$ cat src/rtl/pipe_ctrl_pkg.sv
// rtl/pipe_ctrl_pkg.sv - shared state encoding, strobe bundle and defaults for the pipeline stall controller
package pipe_ctrl_pkg;

    typedef enum logic [1:0] {
        ST_BOOT     = 2'd0,
        ST_RUN      = 2'd1,
        ST_MEM_WAIT = 2'd2,
        ST_ERROR    = 2'd3
    } state_e;

    localparam int MEM_TIMEOUT_DEFAULT = 16;
    localparam int CNT_W_DEFAULT       = 16;

    typedef struct packed {
        logic pc_write;
        logic if_id_write;
        logic if_id_flush;
        logic id_ex_write;
        logic id_ex_flush;
        logic ex_mem_write;
        logic mem_wb_flush;
    } strobes_t;

    localparam strobes_t STB_FLUSH_ALL = 7'b0010101;
    localparam strobes_t STB_FREEZE    = 7'b0000001;
    localparam strobes_t STB_NORMAL    = 7'b1101010;
    localparam strobes_t STB_BRANCH    = 7'b1111110;
    localparam strobes_t STB_LOAD_USE  = 7'b0001110;

    // A taken branch flushes the ID instruction, which makes any load-use stall moot.
    function automatic strobes_t run_strobes(input logic branch, input logic load_use);
        if (branch) begin
            return STB_BRANCH;
        end else if (load_use) begin
            return STB_LOAD_USE;
        end
        return STB_NORMAL;
    endfunction

endpackage

$ cat src/rtl/pipeline_stall_controller_sat_counter.sv
// rtl/pipeline_stall_controller_sat_counter.sv - saturating up-counter with synchronous clear
module sat_counter #(
    parameter int W = 16
) (
    input  logic         clk,
    input  logic         rst_n,
    input  logic         inc,
    input  logic         clr,
    output logic [W-1:0] count
);

    logic [W-1:0] count_q;
    logic [W-1:0] count_d;

    always_comb begin
        count_d = count_q;
        if (clr) begin
            count_d = '0;
        end else if (inc && (count_q != {W{1'b1}})) begin
            count_d = count_q + 1'b1;
        end
    end

    always_ff @(posedge clk or negedge rst_n) begin
        if (!rst_n) begin
            count_q <= '0;
        end else begin
            count_q <= count_d;
        end
    end

    assign count = count_q;

endmodule

$ cat src/rtl/pipeline_stall_controller.sv
// rtl/pipeline_stall_controller.sv - merges load-use, branch and memory-wait hazards into per-stage strobes
module pipeline_stall_controller
    import pipe_ctrl_pkg::*;
#(
    parameter int MEM_TIMEOUT = MEM_TIMEOUT_DEFAULT,
    parameter int CNT_W       = CNT_W_DEFAULT
) (
    input  logic             clk,
    input  logic             rst_n,
    input  logic             load_use_stall,
    input  logic             branch_taken,
    input  logic             dmem_req,
    input  logic             dmem_ready,
    input  logic             cnt_clr,
    output logic             pc_write,
    output logic             if_id_write,
    output logic             if_id_flush,
    output logic             id_ex_write,
    output logic             id_ex_flush,
    output logic             ex_mem_write,
    output logic             mem_wb_flush,
    output logic             mem_err,
    output logic [CNT_W-1:0] stall_cnt,
    output logic [CNT_W-1:0] flush_cnt
);

    localparam int WAIT_W = (MEM_TIMEOUT < 1) ? 1 : $clog2(MEM_TIMEOUT + 1);

    state_e            state_q, state_d;
    logic [WAIT_W-1:0] wait_cnt_q, wait_cnt_d;
    logic              mem_err_q, mem_err_d;
    strobes_t          stb;
    logic              flush_inc;
    logic              stall_inc;
    logic              mem_release;

    // A dropped request without ready is released like a normal completion.
    assign mem_release = dmem_ready || !dmem_req;

    always_comb begin
        state_d    = state_q;
        wait_cnt_d = wait_cnt_q;
        mem_err_d  = mem_err_q;
        stb        = STB_FLUSH_ALL;
        flush_inc  = 1'b0;
        case (state_q)
            ST_BOOT: begin
                state_d = ST_RUN;
            end
            ST_RUN: begin
                if (dmem_req && !dmem_ready) begin
                    stb        = STB_FREEZE;
                    state_d    = ST_MEM_WAIT;
                    wait_cnt_d = WAIT_W'(1);
                end else begin
                    stb       = run_strobes(branch_taken, load_use_stall);
                    flush_inc = branch_taken;
                end
            end
            ST_MEM_WAIT: begin
                if (mem_release) begin
                    stb        = run_strobes(branch_taken, load_use_stall);
                    flush_inc  = branch_taken;
                    state_d    = ST_RUN;
                    wait_cnt_d = '0;
                end else begin
                    stb = STB_FREEZE;
                    if ((MEM_TIMEOUT != 0) && (wait_cnt_q == WAIT_W'(MEM_TIMEOUT))) begin
                        state_d   = ST_ERROR;
                        mem_err_d = 1'b1;
                    end else begin
                        wait_cnt_d = wait_cnt_q + 1'b1;
                    end
                end
            end
            ST_ERROR: begin
                stb = STB_FLUSH_ALL;
            end
            default: begin
                state_d = ST_BOOT;
            end
        endcase
        if (!rst_n) begin
            stb = STB_FLUSH_ALL;
        end
    end

    assign stall_inc = ((state_q == ST_RUN) || (state_q == ST_MEM_WAIT)) && !stb.pc_write;

    always_ff @(posedge clk or negedge rst_n) begin
        if (!rst_n) begin
            state_q    <= ST_BOOT;
            wait_cnt_q <= '0;
            mem_err_q  <= 1'b0;
        end else begin
            state_q    <= state_d;
            wait_cnt_q <= wait_cnt_d;
            mem_err_q  <= mem_err_d;
        end
    end

    sat_counter #(.W(CNT_W)) u_stall_cnt (
        .clk   (clk),
        .rst_n (rst_n),
        .inc   (stall_inc),
        .clr   (cnt_clr),
        .count (stall_cnt)
    );

    sat_counter #(.W(CNT_W)) u_flush_cnt (
        .clk   (clk),
        .rst_n (rst_n),
        .inc   (flush_inc),
        .clr   (cnt_clr),
        .count (flush_cnt)
    );

    assign pc_write     = stb.pc_write;
    assign if_id_write  = stb.if_id_write;
    assign if_id_flush  = stb.if_id_flush;
    assign id_ex_write  = stb.id_ex_write;
    assign id_ex_flush  = stb.id_ex_flush;
    assign ex_mem_write = stb.ex_mem_write;
    assign mem_wb_flush = stb.mem_wb_flush;
    assign mem_err      = mem_err_q;

`ifndef SYNTHESIS
    mem_req_dropped_a : assert property (@(posedge clk) disable iff (!rst_n)
        (state_q == ST_MEM_WAIT) |-> (dmem_req || dmem_ready));
`endif

endmodule
$ cat config.mk
export PLATFORM = sky130hd
export DESIGN_NAME = pipeline_stall_controller
export DESIGN_NICKNAME = d
export VERILOG_FILES = /design/src/rtl/pipe_ctrl_pkg.sv /design/src/rtl/pipeline_stall_controller_sat_counter.sv /design/src/rtl/pipeline_stall_controller.sv
export SDC_FILE = /design/constraint.sdc
export NUM_CORES = 1
export LEC_CHECK = 0
export CAP_MARGIN = 20
export CORE_MARGIN = 2
export CORE_UTILIZATION = 57
export CTS_CLUSTER_DIAMETER = 100
export DETAILED_ROUTE_END_ITERATION = 8
export DONT_BUFFER_PORTS = 1
export HOLD_SLACK_MARGIN = 0.12
export PLACE_DENSITY = 0.75
export SYNTH_ARGS = -nofsm -noshare
export SYNTH_HDL_FRONTEND = slang
export SYNTH_SLANG_ARGS = --single-unit
$ cat constraint.sdc
create_clock -name clk -period 1.8 [get_ports clk]
set_input_delay 0.27 -clock clk [delete_from_list [all_inputs] [get_ports clk]]
set_output_delay 0.27 -clock clk [all_outputs]
set_load 0.01 [all_outputs]
==> results.md, run 1 <==
Route:
- Once detail routing completed, the nets flagged for antenna violations numbered 0.
- The routed wire length is 7040 µm.
- Summing over every cut layer, the via total after detailed routing is approximately 2.3k.
- The detailed-route vias per instance is ~6.
- For this block, the initial DRC count from the detailed router was about 180.
- The remaining design rule violation count is 0.
- The detailed-routing iteration count for the pre-antenna-repair pass is 4.
- Dividing the detail-routed wire length by the instance count gives 18.8 µm.

Status:
- The flow ran to the end, but the final reports show violations.
- The final reports fail on negative setup slack.

Yosys:
- The netlist uses 44 different library cells.
- The fraction of synthesized cell area in xor and xnor cells is a little under a tenth.
- In the synthesized netlist the dominant register cell turns out to be sky130_fd_sc_hd__dfrtp_1.
- The mean area per synthesized cell is ~9.4 µm².
- The count of synthesis-stage warnings from yosys is 0.
- After Yosys synthesis, full adders, half adders and majority gates account for approximately 4.2% of the synthesized area.
- The async set-reset flop share out of synthesis is 100%.
- The synthesized netlist devotes under 10% of its cell area to compound gates.
- The number of flops mapped to enable cells by yosys is 0.
- The synthesized netlist net count is 269.
- The share of the yosys chip area belonging to registers is between 40% and 50%.
- The simple-gate share of the synthesized area is between 20 and 30%.
- The combinational family with the most area after synthesis is simple AND/OR/NAND/NOR gates.
- The count of state elements after synthesis is 40.
- The cell area that synthesis handed to floorplanning was 2390 µm².
- The gate count after technology mapping is approximately 250.
- Measured against the total synthesized area, the mux share comes to under 10%.

Hold path:
- The class of the tightest hold or removal check is primary input to flop.

Final layout:
- With fillers left out, the area of the finished cells amounts to approximately 3400 µm².
- The number of nets in the layout is about 340.
- The post-route netlist has 38.6% of its cells at a drive strength greater than 1.
- The layout overhead on the synthesized area is 41.0%.
- The sequential standard cell area is 1010 µm².
- In the final layout, the multi-input gates occupy ~1600 µm².
- After filler insertion, the fill cell instance count of the layout stands at 227.
- The antenna diode count is 0.

Floorplan:
- The die height is between 60 and 70 µm.
- From left edge to right edge, the die measures a little under 70 µm.
- The initial core utilization is between 50% and 60%.
- After floorplanning, the core was sized to cover between 4000 and 5000 µm².
- During I/O placement, the number of pins put on the boundary was 47.
- The die covers 4740 µm².
- The standard-cell row count is 23.

Pwr:
- The internal power of the cells totals 0.00213 W.
- The sequential fraction of design power is a little under a third.
- The clock network burns about 18% of the power.
- The portion of total power attributed to combinational logic is ~50%.
- The worst voltage drop across the vdd grid is ~0.74 mV.
- Net switching is a little under two fifths of the power.
- Summed over all nets, the switching power comes to around 0.0013 W.
- For this design the static power due to leakage is roughly 1.4 nW.
- The power density normalized to cell area is ~1000 nW/µm².

Timing:
- After layout, the minimum clock period comes to 1.90 ns.
- The clock skew is between 0.01 and 0.015 ns.
- For this run, the top clock speed supported by timing is between 500 and 600 MHz.
- The remaining max-slew budget at the tightest pin is between 70% and 80%.
- The setup slack of the critical path after layout is -0.0988 ns.
- In the finished design, the share of the clock period the worst path needs comes to 105%.
- The count of endpoints failing hold in the final timing report is 0.
- The final max-slew violation count is 0.
- The count of endpoints failing setup in the final report is 19.
- Setup repair after global routing could not meet its margin everywhere.
- The final-layout worst hold slack is around 0.23 ns.
- At the pin with the least slew margin, the transition time is approximately 0.41 ns.

Clock tree:
- The clock transition at the registers of the reported paths is ~0.070 ns.
- The clock buffer count from CTS is 5.
- The clock reaches the later pin of the worst-skew pair after 0.29 ns.
- The clock net in this run drives a total of 40 sinks.
- Counting along the longest clock path gives a buffer depth of 2.
- The count of H-tree levels built during CTS is 2.
- The clock tree from TritonCTS is built.
- The root buffer cell chosen for the clock tree is sky130_fd_sc_hd__clkbuf_8.

Placed design:
- Detailed placement ended at an HPWL of between 3000 and 4000 µm.
- The worst setup slack before clock tree synthesis is -0.0456 ns.
- At the end of routability-driven placement, the weighted congestion stood at slightly above 0.8.
- The post-place instance area is between 2000 and 3000 µm².
- Input and output buffers added on the ports amount to 0.

Worst setup path:
- The number of cells on the worst reg-to-reg path is 9.
- In this run the register-to-register setup slack is -0.1 ns.
- The highest fanout seen on the critical path is 5.
- In this run the critical register-to-register path is launched from state_q[0]$_DFFE_PN0P_.
- The endpoint kind of the worst setup timing path is a flop.
- The launch point of the worst path is state_q[0]$_DFFE_PN0P_.
- Data on the critical path is required at its endpoint by ~2.0 ns.
- The worst setup path is launched from a flop.
- The setup path with the least slack is of type flop to flop.
- Data arrives at the worst endpoint at 2.08 ns.
- In this run the critical register-to-register path is captured at u_stall_cnt.count[12]$_DFFE_PN0P_.
- The critical path ends at u_stall_cnt.count[12]$_DFFE_PN0P_.

GRT:
- The first-pass GRT wire length is around 9700 µm.
- After global routing the overflow that remains totals 0.
- The maximum number of pins on one net before global-route repair is 41.
- The global-route usage over all layers is between 20% and 30%.
- The initial antenna violation count is 0.
- The via count of the first global-routing pass came to 2138.

Flow run:
- The tool flagged a number of max-cap violations equal to 0.
[registers in the layout, summed over array words and instances (netlist names)]
register,count
mem_err,1
wait_cnt_q,5
u_stall_cnt.count,16
state_q,2
u_flush_cnt.count,16
[layout make-up]
| class | count | share of cell area [%] |
|---|---|---|
| multi-input combinational | 197 | 47.0 |
| sequential | 40 | 29.8 |
| timing repair buffer | 71 | 17.7 |
| clock buffer | 8 | 2.67 |
| tap | 50 | 1.85 |
| inverter | 8 | 1.00 |
[cell families (layout without fill, tap and decap cells)]
kind of cell    Yosys count  in the layout
compound gates           33             33
simple gates            127            127
mux                       4              4
buf+inv                  17             87
fa+ha+maj                 8              8
xor+xnor                 25             25
flops                    40             40
[how the worst min path moves through the flow]
stage,cells after the start,startpoint,end
after global placement,0,rst_n,wait_cnt_q[3]$_DFFE_PN0P_
after CTS,2,cnt_clr,u_stall_cnt.count[11]$_DFFE_PN0P_
after global routing,2,cnt_clr,u_stall_cnt.count[13]$_DFFE_PN0P_
final,2,cnt_clr,u_stall_cnt.count[13]$_DFFE_PN0P_
after detailed placement,0,rst_n,wait_cnt_q[4]$_DFFE_PN0P_
after floorplan,0,rst_n,mem_err$_DFFE_PN0P_
[per-layer routing]
layer | vias up | wire length (µm) | share of wire (%) | track usage [%]
met5 | - | 0 | 0 | 0
li1 | 1056 | - | - | -
met4 | 0 | 217 | 3.1 | 10.8
met3 | 24 | 409 | 5.8 | 7.31
met2 | 102 | 3700 | 53 | 48.9
met1 | 1123 | 2710 | 38 | 31.3
[critical path, stage by stage, from the launching register on]
cell and delay (ns):
sky130_fd_sc_hd__dfrtp_1 0.43, sky130_fd_sc_hd__inv_2 0.09, sky130_fd_sc_hd__ha_4 0.20, sky130_fd_sc_hd__clkinvlp_4 0.09, sky130_fd_sc_hd__buf_4 0.12, sky130_fd_sc_hd__o41ai_4 0.09
sky130_fd_sc_hd__buf_4 0.19, sky130_fd_sc_hd__nor4_2 0.34, sky130_fd_sc_hd__xnor2_1 0.17, sky130_fd_sc_hd__nor2_1 0.07
[placed cells by master, fill, tap and decap left out, drive strengths merged, types with 3 or more instances in the layout]
| master | count |
|---|---|
| xor2 | 8 |
| ha | 8 |
| nand3 | 16 |
| nor2 | 38 |
| mux2i | 3 |
| and4 | 5 |
| or3 | 4 |
| buf | 68 |
| nand4 | 13 |
| nor4 | 9 |
| nor3 | 9 |
| inv | 7 |
| clkbuf | 9 |
| o21ai | 13 |
| nand2 | 18 |
| nor2b | 4 |
| xnor2 | 17 |
| nand2b | 3 |
| dfrtp | 40 |
| a21oi | 8 |
[cell usage after synthesis (2+ instances only)]
| cell | instances | area, µm² |
|---|---|---|
| sky130_fd_sc_hd__a21o_1 | 2 | 15.0 |
| sky130_fd_sc_hd__a21oi_1 | 8 | 40.0 |
| sky130_fd_sc_hd__and4_1 | 5 | 43.8 |
| sky130_fd_sc_hd__buf_4 | 2 | 15.0 |
| sky130_fd_sc_hd__buf_6 | 2 | 22.5 |
| sky130_fd_sc_hd__clkbuf_1 | 3 | 11.3 |
| sky130_fd_sc_hd__dfrtp_1 | 40 | 1000 |
| sky130_fd_sc_hd__ha_1 | 8 | 100 |
| sky130_fd_sc_hd__inv_1 | 8 | 30.0 |
| sky130_fd_sc_hd__mux2i_1 | 3 | 30.0 |
| sky130_fd_sc_hd__nand2_1 | 18 | 67.6 |
| sky130_fd_sc_hd__nand2b_1 | 3 | 18.8 |
| sky130_fd_sc_hd__nand3_1 | 16 | 80.1 |
| sky130_fd_sc_hd__nand4_1 | 11 | 68.8 |
| sky130_fd_sc_hd__nand4_4 | 2 | 42.5 |
| sky130_fd_sc_hd__nor2_1 | 38 | 143 |
| sky130_fd_sc_hd__nor2b_1 | 3 | 18.8 |
| sky130_fd_sc_hd__nor3_1 | 9 | 45.0 |
| sky130_fd_sc_hd__nor4_1 | 5 | 31.3 |
| sky130_fd_sc_hd__nor4_2 | 4 | 50.1 |
| sky130_fd_sc_hd__nor4b_1 | 2 | 17.5 |
| sky130_fd_sc_hd__o211ai_1 | 2 | 15.0 |
| sky130_fd_sc_hd__o21ai_0 | 13 | 65.1 |
| sky130_fd_sc_hd__or3_1 | 4 | 25.0 |
| sky130_fd_sc_hd__xnor2_1 | 17 | 149 |
| sky130_fd_sc_hd__xor2_1 | 8 | 70.1 |
[power groups by stage]
| stage | sequential [W] | combinational (W) | clock (W) |
|---|---|---|---|
| floorplan | 0.00108 | 0.000806 | 0 |
| global placement | 0.00106 | 0.00114 | 0 |
| detailed placement | 0.00106 | 0.00117 | 0 |
| CTS | 0.00104 | 0.00142 | 0.000625 |
| global route | 0.00106 | 0.00187 | 0.000664 |
| finish | 0.00105 | 0.00175 | 0.000614 |
[timing repair]
action,CTS,global route
gates cloned,0,1
gates resized for setup,19,42
setup buffers,5,7
endpoints found under the hold margin,70,0
endpoints found under the setup margin,17,36
hold buffers,3,0
pin swaps,7,32
[metrics by stage]
step / power (W) / TNS, ns / std cells / utilization, %
after global routing: 0.00359 / -3.42 / 374 / 83.8
after detailed placement: 0.00223 / -0.189 / 349 / 70.8
final: 0.00341 / -0.983 / 374 / 83.8
after floorplan: 0.00188 / -0.00156 / 254 / -
after global placement: 0.00220 / 0 / 349 / 70.8
after CTS: 0.00309 / -1.04 / 365 / 77.5
Note: power is estimated with default switching activity, not from simulation.
==> inputs of run 2 (changes only) <==
==> constraint.sdc (replaced) <==
create_clock -name clk -period 1.8 [get_ports clk]
set_input_delay 0.27 -clock clk [delete_from_list [all_inputs] [get_ports clk]]
set_output_delay 0.27 -clock clk [all_outputs]
set_load 0.02 [all_outputs]
==> results.md, run 2 (synthesis results as in run 1) <==
Placed design:
- The port buffer count is 0 (unchanged).
- The placer's final routability congestion estimate is 0.839 (+1.2%).
- The total half-perimeter wirelength after legalization and detailed placement came to 3740 µm (-6.1%).
- The worst setup slack before clock tree synthesis was -0.0704 ns (-0.0248 ns).

Floorplan:
- The die span in x came to 68.8 µm (unchanged).
- The area of the die is 4740 µm² (unchanged).
- The standard-cell row count is 23 (unchanged).
- The placeable core area is 4030 µm² (unchanged).
- The die height is 68.8 µm (unchanged).
- The initial core utilization is 59.4% (unchanged).
- The I/O pin count is 47 (unchanged).

Hold path:
- The tightest min-delay check is of the primary input to flop type.

GRT:
- The first-pass GRT wire length is 8960 µm (-7.4%).
- The via count of the first global-routing pass was 2077 (-2.9%).
- The overall overflow remaining after global route is 0 (unchanged).
- The global-route usage over all layers is 25.2% (-2.3 points).
- The initial antenna violation count was 0 (unchanged).
- The maximum number of pins on one net before global-route repair is 41 (unchanged).

Worst setup path:
- The highest-delay cell along the critical path is sky130_fd_sc_hd__dfrtp_2.
- The arrival time reported for the critical path endpoint came to 2.19 ns (+0.11 ns).
- The buffering stage count on the worst path with inverters included is 4 (unchanged).
- The setup path with the least slack is of type flop to flop.
- Walking the worst path, the cells encountered are inv_2, ha_4, nor2_4, buf_6, o41ai_4, buf_4, buf_6, nor4_4, xnor2_1, nor2_1.
- Among the stages of the critical path, the cell type that occurs most often is sky130_fd_sc_hd__buf_6.
- The highest fanout seen on the critical path was 6 (+1).
- The delay of the slowest cell on the worst path came to 0.45 ns (+0.02 ns).
- Among cell families on the critical path, the largest total delay comes from buffers and inverters.
- The critical path launch point type is a flop.
- The critical path required time is 1.98 ns (about the same).
- STA classifies the critical path endpoint as a flop.

Clock tree:
- The clock root buffer is sky130_fd_sc_hd__clkbuf_8.
- The count of H-tree levels built during CTS is 2 (unchanged).
- The clock tree from TritonCTS is built.
- The clock buffer count from CTS is 5 (unchanged).
- The clock transition at the registers of the reported paths came to 0.08 ns (about the same).
- The later-pin clock latency in the skew report is 0.30 ns (about the same).
- The deepest clock path buffer count came to 2 (unchanged).
- The clock sink total is 40 (unchanged).

Pwr:
- The final total power was 0.00360 W (+5.5%).
- The reported leakage power was 1.42 nW (+1.5%).
- The portion of total power attributed to the clock network is 20.8% (+2.8 points).
- The worst voltage drop across the vdd grid is 1.02 mV (+38%).
- The sequential fraction of design power is 29.1% (-1.8 points).
- The switching power of the nets is 0.00137 W (+6.6%).
- The portion of total power attributed to combinational logic is 50.1% (-1.0 points).
- The switching share of total power came to 37.9% (+0.42 points).
- The design internal power came to 0.00223 W (+4.7%).
- The power density normalized to cell area is 1060 nW/µm² (+5.3%).

Route:
- The vias after detailed routing is 2295 (-0.43%).
- The wire length per cell after detailed routing is 18.2 µm (-3.2%).
- The detailed-route vias per instance came to 6.14 (-0.43%).
- The remaining design rule violation count is 0 (unchanged).
- The number of DRC markers in iteration 0 came to 187 (+2.7%).
- The detailed-routing iteration count for the pre-antenna-repair pass is 4 (unchanged).
- The routed wire length is 6810 µm (-3.2%).
- The antenna violation net count after detailed routing is 0 (unchanged).

Timing:
- The count of endpoints failing setup in the final report is 31 (+12).
- The clock skew is 0.00886 ns (-0.00193 ns).
- The final-layout worst hold slack was 0.218 ns (-0.0141 ns).
- The remaining max-slew budget at the tightest pin is 67.7% (-4.8 points).
- The count of endpoints failing hold in the final timing report is 0 (unchanged).
- Setup repair after global routing could not meet its margin everywhere.
- The peak clock frequency supported by timing is 498 MHz (-5.5%).
- The post-route fraction of the period consumed by the critical path is 112% (+6.1 points).
- The worst-margin pin slew came to 0.483 ns (+0.0706 ns).
- The setup slack of the critical path after layout is -0.209 ns (-0.110 ns).
- The minimum clock period is 2.01 ns (+0.110 ns).
- The final max-slew violation count came to 0 (unchanged).

Final layout:
- The utilization after layout came to 83.9% (+0.16 points).
- The antenna diode count was 0 (unchanged).
- The area growth from synthesis to layout is 41.2%.
- Leaving out fill and tap cells, the most frequent cell in the layout is sky130_fd_sc_hd__buf_4.
- The number of nets in the layout is 338 (unchanged).
- The share of post-route cells with drive strength above 1 is 39.5% (+0.93 points).
- The number of inserted filler cells in the final layout is 196 (-14%).
- The top cell types in the final layout, fill and taps aside, are sky130_fd_sc_hd__buf_4, sky130_fd_sc_hd__nor2_1, sky130_fd_sc_hd__dfrtp_1.

Flow run:
- The max-capacitance violation count was 0 (unchanged).

Status:
- The final reports fail on negative setup slack.
- The flow ran to the end, but the final reports show violations.
[run 2: cell types whose count changed in the layout (fill, tap and decap cells not counted), moves of 2 or more]
cell                       change
sky130_fd_sc_hd__buf_4         -5
sky130_fd_sc_hd__buf_6         +5
sky130_fd_sc_hd__clkbuf_1      -2
sky130_fd_sc_hd__nor2_2        +2
sky130_fd_sc_hd__nor2_4        -3
[run 2: final timing paths]
check	cells past startpoint	slack, ns	end	from
hold / removal	2	0.22	u_flush_cnt.count[11]$_DFFE_PN0P_	cnt_clr
hold reg to reg	2	0.54	wait_cnt_q[4]$_DFFE_PN0P_	wait_cnt_q[4]$_DFFE_PN0P_
max in group asynchronous	2	1.16	u_flush_cnt.count[0]$_DFFE_PN0P_	rst_n
setup reg to reg	10	-0.21	u_stall_cnt.count[15]$_DFFE_PN0P_	state_q[1]$_DFFE_PN0P_
setup / recovery	10	-0.21	u_stall_cnt.count[15]$_DFFE_PN0P_	state_q[1]$_DFFE_PN0P_
min in group asynchronous	2	0.43	wait_cnt_q[3]$_DFFE_PN0P_	rst_n
[run 2: worst reg2reg max path: stages (launching register included)]
cell                      delay (ns)
sky130_fd_sc_hd__dfrtp_2        0.45
sky130_fd_sc_hd__inv_2          0.10
sky130_fd_sc_hd__ha_4           0.16
sky130_fd_sc_hd__nor2_4         0.04
sky130_fd_sc_hd__buf_6          0.11
sky130_fd_sc_hd__o41ai_4        0.34
sky130_fd_sc_hd__buf_4          0.21
sky130_fd_sc_hd__buf_6          0.16
sky130_fd_sc_hd__nor4_4         0.06
sky130_fd_sc_hd__xnor2_1        0.20
sky130_fd_sc_hd__nor2_1         0.07
[run 2: power by group through the flow]
stage	clock [W]	sequential, W	combinational [W]
final	0.000747	0.00105	0.00181
after global routing	0.000785	0.00106	0.00192
after CTS	0.000751	0.00104	0.00150
after detailed placement	0	0.00106	0.00121
after global placement	0	0.00106	0.00118
after floorplan	0	0.00110	0.000855
[run 2: per-layer routing]
| layer | track usage [%] | routed length (µm) | share of wire (%) |
|---|---|---|---|
| met4 | 8.82 | 188 | 2.8 |
| met1 | 30.9 | 2770 | 41 |
| met5 | 0 | 0 | 0 |
| met2 | 43.3 | 3440 | 50 |
| met3 | 6.01 | 414 | 6.1 |
[run 2: per-stage QoR]
| stage | std cells | setup TNS (ns) | cell area (µm²) |
|---|---|---|---|
| global route | 374 | -5.12 | 3380 |
| detailed placement | 346 | -0.306 | 2840 |
| finish | 374 | -2.82 | 3380 |
| global placement | 346 | -0.00382 | 2840 |
| floorplan | 254 | -0.100 | 2440 |
| CTS | 364 | -0.794 | 3120 |
[run 2: area by class of cell]
class	instances	area [µm²]	area share, %
Clock inverter	3	42.5	1.26
Timing Repair Buffer	71	607	17.9
Tap cell	50	62.6	1.85
Clock buffer	5	68.8	2.03
Multi-Input combinational cell	197	1560	46.1
Inverter	8	33.8	0.999
Sequential cell	40	1010	29.8
[run 2: repair_timing]
action                                 4_1_cts  5_1_grt
pin swaps                                   15       25
endpoints found under the hold margin       70       30
setup buffers                                8        8
setup endpoints to repair                   16       41
resized for setup                           19       37
cloned                                       0        1
hold buffers                                 2        1
==> inputs of run 3 (changes only) <==
--- a/config.mk
+++ b/config.mk
@@ -7,12 +7,12 @@
 export LEC_CHECK = 0
 export CAP_MARGIN = 20
 export CORE_MARGIN = 2
-export CORE_UTILIZATION = 57
+export CORE_UTILIZATION = 61
 export CTS_CLUSTER_DIAMETER = 100
 export DETAILED_ROUTE_END_ITERATION = 8
 export DONT_BUFFER_PORTS = 1
 export HOLD_SLACK_MARGIN = 0.12
-export PLACE_DENSITY = 0.75
+export PLACE_DENSITY = 0.77
 export SYNTH_ARGS = -nofsm -noshare
 export SYNTH_HDL_FRONTEND = slang
 export SYNTH_SLANG_ARGS = --single-unit
==> constraint.sdc (replaced) <==
create_clock -name clk -period 2 [get_ports clk]
set_input_delay 0.3 -clock clk [delete_from_list [all_inputs] [get_ports clk]]
set_output_delay 0.3 -clock clk [all_outputs]
set_load 0.02 [all_outputs]
==> results.md, run 3 (synthesis results as in run 1) <==
Status:
- The run finished with clean final reports.

Pwr:
- The switching power of the nets was 0.00104 W (-24%).
- The reported leakage power was 1.31 nW (-7.8%).
- The worst voltage drop across the vdd grid is 0.988 mV (-3.4%).
- The sequential fraction of design power was 30.5% (+1.4 points).
- The power density normalized to cell area was 1000 nW/µm² (-6.0%).
- The portion of total power attributed to the clock network came to 30.1% (+9.3 points).
- The design internal power is 0.00203 W (-9.1%).
- The portion of total power attributed to combinational logic is 39.5% (-11 points).
- The switching share of total power is 34.0% (-4.0 points).

Route:
- The detailed-route vias per instance is 6.20 (+1.1%).
- The antenna violation net count after detailed routing was 0 (unchanged).
- The detailed-routing iteration count for the pre-antenna-repair pass came to 4 (unchanged).
- The routed wire length is 6300 µm (-7.5%).
- The number of DRC markers in iteration 0 is 247 (+32%).
- The vias after detailed routing is 2214 (-3.5%).
- The wire length per cell after detailed routing is 17.6 µm (-3.1%).
- The remaining design rule violation count is 0 (unchanged).

Floorplan:
- The die height came to 66.7 µm (-3.1%).
- The die span in x is 66.7 µm (-3.1%).
- The placeable core area is 3720 µm² (-7.8%).
- The area of the die is 4440 µm² (-6.2%).
- The standard-cell row count is 22 (-4.3%).
- The initial core utilization came to 64.4% (+5.0 points).
- The I/O pin count is 47 (unchanged).

GRT:
- The first-pass GRT wire length is 10000 µm (+12%).
- The initial antenna violation count is 0 (unchanged).
- The overall overflow remaining after global route came to 0 (unchanged).
- The via count of the first global-routing pass was 2162 (+4.1%).
- The global-route usage over all layers came to 29.9% (+4.7 points).
- The maximum number of pins on one net before global-route repair was 41 (unchanged).

Clock tree:
- The clock transition at the registers of the reported paths is 0.08 ns (about the same).
- CTS placed an instance of sky130_fd_sc_hd__clkbuf_8 at the clock tree root.
- The count of H-tree levels built during CTS came to 2 (unchanged).
- The clock sink total is 40 (unchanged).
- TritonCTS built the clock tree.
- The clock buffer count from CTS is 5 (unchanged).
- The deepest clock path buffer count was 2 (unchanged).
- The later-pin clock latency in the skew report is 0.30 ns (about the same).

Timing:
- The final-layout worst hold slack is 0.230 ns (+0.0114 ns).
- The count of endpoints failing hold in the final timing report is 0 (unchanged).
- The worst-margin pin slew came to 0.626 ns (+0.143 ns).
- The clock skew is 0.00480 ns (-0.00406 ns).
- The minimum clock period is 1.97 ns.
- Static timing analysis puts the maximum clock frequency at between 500 and 600 MHz.
- The final setup TNS is 0 ns (+2.82 ns).
- The remaining max-slew budget at the tightest pin was 58.1% (-9.5 points).
- Setup repair after global routing could not meet its margin everywhere.
- The count of endpoints failing setup in the final report came to 0 (-100%).
- The post-route fraction of the period consumed by the critical path is a little over nine tenths.
- The final max-slew violation count is 0 (unchanged).

Placed design:
- The placer's final routability congestion estimate is 0.826 (-1.6%).
- The port buffer count is 0 (unchanged).
- The total half-perimeter wirelength after legalization and detailed placement is 4090 µm (+9.4%).
- The post-place instance area is 2760 µm² (-2.9%).

Final layout:
- The number of nets in the layout came to 323 (-4.4%).
- The final non-filler cell area is 3070 µm² (-9.2%).
- The library cells used most frequently in the layout, excluding fill and tap cells, are sky130_fd_sc_hd__buf_4, sky130_fd_sc_hd__dfrtp_1, sky130_fd_sc_hd__nor2_1.
- The share of post-route cells with drive strength above 1 came to 27.2% (-12 points).
- Leaving out fill and tap cells, the most frequent cell in the layout is sky130_fd_sc_hd__buf_4.
- From synthesis to final layout, the design area changed by 28.3%.
- The antenna diode count was 0 (unchanged).

Worst setup path:
- The arrival time reported for the critical path endpoint was 1.67 ns (-0.52 ns).
- The slowest stage of the critical path belongs to the cell sky130_fd_sc_hd__dfrtp_1.
- The highest fanout seen on the critical path is 3 (-3).
- The worst setup path is of the flop to primary output kind.
- The endpoint kind of the worst setup timing path is a primary output.
- The delay of the slowest cell on the worst path came to 0.39 ns (-0.06 ns).
- The critical path required time was 1.70 ns (-0.28 ns).
- Traced cell by cell, the critical path runs through buf_6, ha_4, nor2_4, buf_6, nor2_4, a21o_1, a21o_1.
- The worst setup path is launched from a flop.

Hold path:
- The min-delay analysis places its worst path in the category primary input to flop.

Flow run:
- The max-capacitance violation count was 0 (unchanged).
-- run 3: layer usage --
layer	wire length (µm)	GRT usage (%)
met1	2570	38.1
met2	3230	50.9
met3	385	5.07
met4	125	11.2
met5	0	0
-- run 3: worst paths after layout --
path	slack, ns	cells after the start	startpoint	end
setup / recovery	0.03	7	state_q[1]$_DFFE_PN0P_	id_ex_flush
hold / removal	0.23	2	cnt_clr	u_stall_cnt.count[11]$_DFFE_PN0P_
setup reg to reg	0.06	6	u_flush_cnt.count[0]$_DFFE_PN0P_	u_flush_cnt.count[7]$_DFFE_PN0P_
hold reg to reg	0.54	1	wait_cnt_q[0]$_DFFE_PN0P_	wait_cnt_q[0]$_DFFE_PN0P_
max in group asynchronous	1.31	2	rst_n	state_q[0]$_DFFE_PN0P_
min in group asynchronous	0.47	2	rst_n	u_flush_cnt.count[15]$_DFFE_PN0P_
-- run 3: metrics by stage --
step           utilization (%)  total power [W]  setup slack [ns]  instances
3_3_place_gp              74.1          0.00189            0.0709        340
4_1_cts                   80.9          0.00300           0.00652        353
3_5_place_dp              74.1          0.00191           -0.0467        340
6_report                  82.7          0.00307            0.0336        357
2_1_floorplan                -          0.00166            0.0564        254
5_1_grt                   82.7          0.00324           -0.0439        357
-- run 3: cell type report --
cell class | instances | area (µm²)
clock inverters | 3 | 90.1
well taps | 48 | 60.1
inverters | 8 | 32.5
multi-input cells | 197 | 1360
fillers | 243 | 644
flip-flops and latches | 40 | 1000
repair buffers | 56 | 457
clock buffers | 5 | 68.8
-- run 3: power by group through the flow --
stage	combinational, W	sequential (W)	clock, W
2_1_floorplan	0.000687	0.000978	0
3_3_place_gp	0.000950	0.000940	0
3_5_place_dp	0.000963	0.000944	0
4_1_cts	0.00114	0.000934	0.000928
5_1_grt	0.00132	0.000946	0.000971
6_report	0.00121	0.000936	0.000925
-- run 3: worst max-delay path, delay by kind of cell, from the launching register on --
family | cells | cell delay (ns)
AOI/OAI and AO/OA | 2 | 0.38
adders and majority gates | 1 | 0.17
buffers and inverters | 2 | 0.26
DFF | 1 | 0.39
and+or+nand+nor | 2 | 0.18
-- run 3: timing repair --
| action | 4_1_cts | 5_1_grt |
|---|---|---|
| setup endpoints to repair | 18 | 8 |
| hold endpoints to repair | 70 | 0 |
| setup buffers | 2 | 3 |
| hold buffers | 3 | 0 |
| resized for setup | 11 | 7 |
| cloned | 0 | 0 |
| pin swaps | 1 | 6 |
